File: config.mk
export PLATFORM = sky130hd
export DESIGN_NAME = dm_bus_arbiter
export DESIGN_NICKNAME = d
export VERILOG_FILES = /design/src/rtl/dm_bus_arbiter.sv
export SDC_FILE = /design/constraint.sdc
export NUM_CORES = 1
export LEC_CHECK = 0
export ABC_AREA = 0
export CAP_MARGIN = 15
export CORE_ASPECT_RATIO = 0.75
export CORE_UTILIZATION = 25
export CTS_BUF_LIST = sky130_fd_sc_hd__clkbuf_2 sky130_fd_sc_hd__clkbuf_4 sky130_fd_sc_hd__clkbuf_8
export DETAILED_ROUTE_END_ITERATION = 8
export PLACE_DENSITY = 0.69
export SLEW_MARGIN = 20
export SYNTH_ARGS = -nofsm -noshare
export SYNTH_HDL_FRONTEND = slang
export SYNTH_SLANG_ARGS = --single-unit
File: constraint.sdc
create_clock -name clk -period 2.4 [get_ports clk]
set_input_delay 0.48 -clock clk [delete_from_list [all_inputs] [get_ports clk]]
set_output_delay 0.48 -clock clk [all_outputs]
set_load 0.05 [all_outputs]
File: src/rtl/dm_bus_arbiter.sv
// Round-robin arbiter sharing the data-memory port between M0 (CPU LSU) and M1 (DMA/debug).
// Optional grant/conflict counters are built when DM_ARB_PERF_EN is defined.
module dm_bus_arbiter #(
   parameter int RD_LAT = 1
) (
   input  logic        clk,
   input  logic        rst_n,
   input  logic        m0_req,
   input  logic        m0_we,
   input  logic [31:0] m0_addr,
   input  logic [31:0] m0_wdata,
   input  logic [3:0]  m0_byteen,
   output logic        m0_gnt,
   output logic        m0_rvalid,
   output logic [31:0] m0_rdata,
   input  logic        m1_req,
   input  logic        m1_we,
   input  logic [31:0] m1_addr,
   input  logic [31:0] m1_wdata,
   input  logic [3:0]  m1_byteen,
   output logic        m1_gnt,
   output logic        m1_rvalid,
   output logic [31:0] m1_rdata,
   output logic        mem_en,
   output logic        mem_we,
   output logic [31:0] mem_addr,
   output logic [31:0] mem_wdata,
   output logic [3:0]  mem_byteen,
   input  logic [31:0] mem_rdata
`ifdef DM_ARB_PERF_EN
   ,
   output logic [31:0] m0_gnt_cnt,
   output logic [31:0] m1_gnt_cnt,
   output logic [31:0] conflict_cnt
`endif
);

   typedef enum logic {
      PRI_M0 = 1'b0,
      PRI_M1 = 1'b1
   } pri_e;

   pri_e        ptr_q, ptr_d;
   logic        gnt0, gnt1, any_gnt;
   logic        w_we;
   logic [31:0] w_addr;
   logic [31:0] w_wdata;
   logic [3:0]  w_byteen;
   logic        zero_wr;

   // Owner pipeline: valid bit and owner id (0 = M0, 1 = M1) per stage.
   logic [RD_LAT-1:0] pv_q, pv_d;
   logic [RD_LAT-1:0] po_q, po_d;

   logic        rv_any;
   logic [31:0] m0_hold_q, m0_hold_d;
   logic [31:0] m1_hold_q, m1_hold_d;

   always_comb begin
      gnt0  = 1'b0;
      gnt1  = 1'b0;
      ptr_d = ptr_q;
      if (m0_req && m1_req) begin
         if (ptr_q == PRI_M0) begin
            gnt0 = 1'b1;
         end else begin
            gnt1 = 1'b1;
         end
      end else begin
         gnt0 = m0_req;
         gnt1 = m1_req;
      end
      if (gnt0) begin
         ptr_d = PRI_M1;
      end else if (gnt1) begin
         ptr_d = PRI_M0;
      end
   end

   assign any_gnt = gnt0 | gnt1;
   assign m0_gnt  = gnt0;
   assign m1_gnt  = gnt1;

   always_comb begin
      w_we     = 1'b0;
      w_addr   = 32'h0;
      w_wdata  = 32'h0;
      w_byteen = 4'h0;
      if (gnt1) begin
         w_we     = m1_we;
         w_addr   = m1_addr;
         w_wdata  = m1_wdata;
         w_byteen = m1_byteen;
      end else if (gnt0) begin
         w_we     = m0_we;
         w_addr   = m0_addr;
         w_wdata  = m0_wdata;
         w_byteen = m0_byteen;
      end
   end

   // A write with no byte lanes enabled is accepted but never reaches memory.
   assign zero_wr    = w_we && (w_byteen == 4'b0000);
   assign mem_en     = any_gnt && !zero_wr;
   assign mem_we     = any_gnt && w_we && !zero_wr;
   assign mem_addr   = w_addr & 32'hFFFF_FFFC;
   assign mem_wdata  = w_wdata;
   assign mem_byteen = w_we ? w_byteen : 4'b0000;

   always_comb begin
      pv_d    = '0;
      po_d    = '0;
      pv_d[0] = any_gnt && !w_we;
      po_d[0] = gnt1;
      for (int i = 1; i < RD_LAT; i++) begin
         pv_d[i] = pv_q[i-1];
         po_d[i] = po_q[i-1];
      end
   end

   assign rv_any    = pv_q[RD_LAT-1];
   assign m0_rvalid = rv_any && !po_q[RD_LAT-1];
   assign m1_rvalid = rv_any &&  po_q[RD_LAT-1];

   // Read data is forwarded in the response cycle and held until the next one.
   always_comb begin
      m0_hold_d = m0_hold_q;
      m1_hold_d = m1_hold_q;
      if (m0_rvalid) begin
         m0_hold_d = mem_rdata;
      end
      if (m1_rvalid) begin
         m1_hold_d = mem_rdata;
      end
   end

   assign m0_rdata = m0_rvalid ? mem_rdata : m0_hold_q;
   assign m1_rdata = m1_rvalid ? mem_rdata : m1_hold_q;

   always_ff @(posedge clk or negedge rst_n) begin
      if (!rst_n) begin
         ptr_q     <= PRI_M0;
         pv_q      <= '0;
         po_q      <= '0;
         m0_hold_q <= 32'h0;
         m1_hold_q <= 32'h0;
      end else begin
         ptr_q     <= ptr_d;
         pv_q      <= pv_d;
         po_q      <= po_d;
         m0_hold_q <= m0_hold_d;
         m1_hold_q <= m1_hold_d;
      end
   end

`ifdef DM_ARB_PERF_EN
   logic [31:0] m0_gnt_cnt_q, m0_gnt_cnt_d;
   logic [31:0] m1_gnt_cnt_q, m1_gnt_cnt_d;
   logic [31:0] conflict_cnt_q, conflict_cnt_d;

   always_comb begin
      m0_gnt_cnt_d   = m0_gnt_cnt_q;
      m1_gnt_cnt_d   = m1_gnt_cnt_q;
      conflict_cnt_d = conflict_cnt_q;
      if (gnt0) begin
         m0_gnt_cnt_d = m0_gnt_cnt_q + 32'd1;
      end
      if (gnt1) begin
         m1_gnt_cnt_d = m1_gnt_cnt_q + 32'd1;
      end
      if (m0_req && m1_req) begin
         conflict_cnt_d = conflict_cnt_q + 32'd1;
      end
   end

   always_ff @(posedge clk or negedge rst_n) begin
      if (!rst_n) begin
         m0_gnt_cnt_q   <= 32'h0;
         m1_gnt_cnt_q   <= 32'h0;
         conflict_cnt_q <= 32'h0;
      end else begin
         m0_gnt_cnt_q   <= m0_gnt_cnt_d;
         m1_gnt_cnt_q   <= m1_gnt_cnt_d;
         conflict_cnt_q <= conflict_cnt_d;
      end
   end

   assign m0_gnt_cnt   = m0_gnt_cnt_q;
   assign m1_gnt_cnt   = m1_gnt_cnt_q;
   assign conflict_cnt = conflict_cnt_q;
`endif

endmodule

=== After elaboration in Yosys (flattened, before gate mapping) ===
Index checks and enable logic that the tools add are counted.

* Flip-flop bits (word level): 67
* Bits of input ports: 174
* Output and inout port bits: 138

* Multiplexer cells: 17
* Bitwise operators: 1
* Reductions and logical operators: 13

{| class="wikitable"
|+ Operators by type and width
! kind !! count
|-
| 2-to-1 mux 32 bit || 6
|-
| 2-to-1 mux 4 bit || 3
|-
| logical AND 1 bit || 8
|-
| 2-to-1 mux 1 bit || 8
|-
| logical NOT 4 bit || 1
|-
| logical NOT 1 bit || 3
|-
| nonzero test 2 bit || 1
|-
| bitwise OR 1 bit || 1
|}

=== Logic depth before layout (Yosys ltp) ===
* Word-level depth: 8
* Mapped depth: 6
* Mapped depth without buffers: 5

=== Least setup slack after synthesis ===
No wires, ideal clock.

* Path kind: input-to-output
* From: input m0_req
* To: output mem_en
* Data arrival time: 1.838 ns
* Data required time: 1.920 ns
* Setup slack: 0.082 ns
* Stages on the path: 6
* Path buffers: 1
* Path through: inv_2 > o21ai_2 > inv_2 > buf_6 > a22o_1 > a21oi_1

* Cells in the longest elaborated chain, start to end: 8

{| class="wikitable"
|+ Ends and longest elaborated chain
! item !! RTL line !! source
|-
| from (decl) || 8 || <nowiki>input logic m0_req,</nowiki>
|-
| logical AND 1 bit || 63 || <nowiki>if (m0_req && m1_req) begin</nowiki>
|-
| 2-to-1 mux 1 bit || 63 ||
|-
| 2-to-1 mux 4 bit || 94 || <nowiki>end else if (gnt0) begin</nowiki>
|-
| 2-to-1 mux 4 bit || 89 || <nowiki>if (gnt1) begin</nowiki>
|-
| logical NOT 4 bit || 103 || <nowiki>assign zero_wr = w_we && (w_byteen == 4'b0000);</nowiki>
|-
| logical AND 1 bit || 103 ||
|-
| logical NOT 1 bit || 104 || <nowiki>assign mem_en = any_gnt && !zero_wr;</nowiki>
|-
| logical AND 1 bit (*) || 104 ||
|-
| to (decl) || 24 || <nowiki>output logic mem_en,</nowiki>
|}

Every way passes the cells marked *; elsewhere a longest branch is shown, timed or not.

=== Worst setup path in the final report ===
* From: input m1_req
* To: output mem_byteen[2]

* Cells in the longest elaborated chain, start to end: 5

{| class="wikitable"
|+ Ends and longest elaborated chain
! item !! RTL line !! source
|-
| from (decl) || 16 || <nowiki>input logic m1_req,</nowiki>
|-
| logical AND 1 bit || 63 ||
|-
| 2-to-1 mux 1 bit || 63 ||
|-
| 2-to-1 mux 4 bit or 2-to-1 mux 1 bit (tied branches) || 94 ||
|-
| 2-to-1 mux 4 bit or 2-to-1 mux 1 bit (tied branches) || 89 ||
|-
| 2-to-1 mux 4 bit (*) || 108 || <nowiki>assign mem_byteen = w_we ? w_byteen : 4'b0000;</nowiki>
|-
| to (decl) || 28 || <nowiki>output logic [3:0] mem_byteen,</nowiki>
|}

Marked as above.

==> impl_metrics.env <==
export IMPL_cts_tree="done"
export IMPL_dieArea_um2=13440
export IMPL_ant_nets=0
export IMPL_cp_start_kind="input port"
export IMPL_final_common_cell="clkdlybuf4s50_1"
export IMPL_p_total_uw=6480
export IMPL_boundaryPins=312
export IMPL_gr_total_overflow=0
export IMPL_post_route_period_util_pct=96.69
export IMPL_clk_pin_slew_worst_paths_ns=0.07
export IMPL_crit_type="in -> out"
export IMPL_dieWidth_um=133.5
export IMPL_path_cells="dlygate4sd2_1 -> buf_4 -> a21oi_4 -> buf_6 -> a22oi_2 -> buf_6 -> nor2_2 -> buf_12"
export IMPL_syn_area_per_cell_um2=13.08
export IMPL_rsz0062_at_grt="no"
export IMPL_crit_arrival_ns=1.84
export IMPL_grt_usage_pct=25.07
export IMPL_status="finished, final reports clean"
export IMPL_power_leakage_uw=0.003447
export IMPL_max_freq_mhz=430.9
export IMPL_num_vias=3499
export IMPL_rows=35
export IMPL_portBuffers=305
export IMPL_synth_seq_cells=67
export IMPL_crit_fanout=10
export IMPL_die_y_um=100.7
export IMPL_cts_root_buf="clkbuf_8"
export IMPL_via_per_inst=4.703
export IMPL_syn_inst=248
export IMPL_crit_family="buffers and inverters"
export IMPL_drc=0
export IMPL_vdd_drop_max_uv=461.5
export IMPL_pwr_density_cell_nw_per_um2=809.3
export IMPL_grt_max_degree=37
export IMPL_routabilityCongestion=0.9758
export IMPL_design_core_area_um2=12480
export IMPL_area_growth_pct=146.8
export IMPL_clockBufferDepth=2
export IMPL_final_cell_mix="clkdlybuf4s50_1 (166), buf_12 (106), dfrtp_1 (67)"
export IMPL_hold_violations=0
export IMPL_fill_cells=952
export IMPL_final_area_um2=8008
export IMPL_hold_class="in -> async"
export IMPL_layout_drive_gt1_share_pct=47.92
export IMPL_cp_slowest_stage_delay_ns=0.28
export IMPL_grt_pass1_wl_um=23910
export IMPL_endpoint_kind="output port"
export IMPL_antenna_found_initial=3
export IMPL_wl_per_cell_um=22.35
export IMPL_fin_skew_ns=0.01007
export IMPL_min_period_ns=2.321
export IMPL_path_buf_inv=5
export IMPL_setup_viol=0
export IMPL_cts_buffers=9
export IMPL_drv_slew=0
export IMPL_h_tree_depth=3
export IMPL_yosysSeqAreaShare_pct=51.68
export IMPL_dpl_hpwl_um=14200
export IMPL_drtIter0Drc=65
export IMPL_fin_nets=745
export IMPL_grt_pass1_vias=3816
export IMPL_maxCapViolations=0
export IMPL_worst_slack_ns=0.07949
export IMPL_r2r_slack_ns=0.96
export IMPL_pre_cts_slack_ns=-0.1647
export IMPL_holdWs_ns=0.1632
export IMPL_cts_num_sinks=67
export IMPL_path_common_cell="buf_6"
export IMPL_clock_latency_ns=0.34
export IMPL_routed_wl_um=16630
export IMPL_synth_warnings=0
export IMPL_synth_distinct_cells=21
export IMPL_start_util_pct=25.99
export IMPL_dr_pass1_iters=4
export IMPL_critPathSlowestCell="dlygate4sd2_1"
export IMPL_synth_area_um2=3244
export IMPL_place_area_um2=7574
export IMPL_crit_required_ns=1.92
==> registers in the layout, summed over array words and instances, names as in the netlist <==
register,flops
m1_hold_q,32
po_q,1
ptr_q,1
m0_hold_q,32
pv_q,1
==> cell usage after synthesis <==
cell type / instances / share of area (%)
a22o_1: 63 / 17
dfrtp_1: 67 / 52
o21ai_0: 1 / 0.15
conb_1: 1 / 0.12
nand3_1: 1 / 0.15
nand2_1: 2 / 0.23
a22oi_1: 4 / 0.93
inv_1: 2 / 0.23
a21oi_2: 1 / 0.27
nor4_1: 2 / 0.39
o21ai_2: 1 / 0.27
buf_6: 1 / 0.35
nor2b_1: 1 / 0.19
nor2_1: 8 / 0.93
a22oi_2: 1 / 0.39
inv_2: 2 / 0.23
a2bb2oi_1: 1 / 0.27
buf_2: 20 / 3.1
a21oi_1: 3 / 0.46
buf_4: 2 / 0.46
mux2_2: 64 / 22
==> timing repair <==
action / CTS / global route
hold buffers: 0 / 0
resized for setup: 32 / 2
pin swaps: 2 / 0
endpoints found under the hold margin: 0 / 0
endpoints found under the setup margin: 66 / 1
setup buffers: 3 / 0
==> final timing paths <==
kind / startpoint / to / cells past startpoint
worst max-delay path: m1_req / mem_byteen[2] / 8
worst min-delay path: rst_n / m0_hold_q[29] / 2
worst max register to register: po_q / m0_hold_q[0] / 3
worst min register to register: m0_hold_q[11] / m0_hold_q[11] / 1
max in group asynchronous: rst_n / m1_hold_q[20] / 2
min in group clk: m0_hold_q[11] / m0_hold_q[11] / 1
==> cell type report <==
type	instances	area, µm²	share of cell area [%]
Inverter	4	15.01	0.1875
Tap cell	166	207.7	2.594
Timing Repair Buffer	334	4268	53.30
Clock inverter	5	83.83	1.047
Clock buffer	11	151.4	1.891
Antenna cell	2	5.005	0.06250
Sequential cell	67	1677	20.94
Multi-Input combinational cell	155	1600	19.98
==> cells by family after synthesis <==
logic type	after synthesis	synth area share, %
AO/OA/AOI/OAI	75	19.75
flip-flops	67	51.68
multiplexers	64	22.21
buffers and inverters	27	4.358
AND/OR/NAND/NOR	14	1.890
other	1	0.1156
==> power breakdown <==
| part | leakage (µW) | switching (µW) | internal [µW] |
|---|---|---|---|
| sequential | 0.000782 | 69.3 | 1390 |
| clock | 0.000112 | 434 | 645 |
| combinational | 0.00255 | 2160 | 1780 |
==> worst register-to-register path: stages (launching register included) <==
cell,delay (ns)
dfrtp_1,0.40
nor2b_4,0.12
buf_4,0.35
mux2_2,0.45
==> through the flow <==
step / util (%) / std cells / setup TNS (ns)
2_1_floorplan: - / 249 / 0
3_3_place_gp: 60.68 / 723 / -3.943
3_5_place_dp: 60.68 / 723 / -5.428
4_1_cts: 64.04 / 742 / 0
5_1_grt: 64.14 / 743 / 0
6_report: 64.16 / 744 / 0
==> metal layers <==
metal  wire length, µm  share of wire (%)  up-vias  track usage, %
li1                  -                  -     1587               -
met1              6562                 39     1713           28.75
met2              8157                 49      164           43.11
met3              1302                7.8       35           8.245
met4               605                3.6        0           10.66
met5                 0                  0        -               0
(Power assumes the default switching activity.)
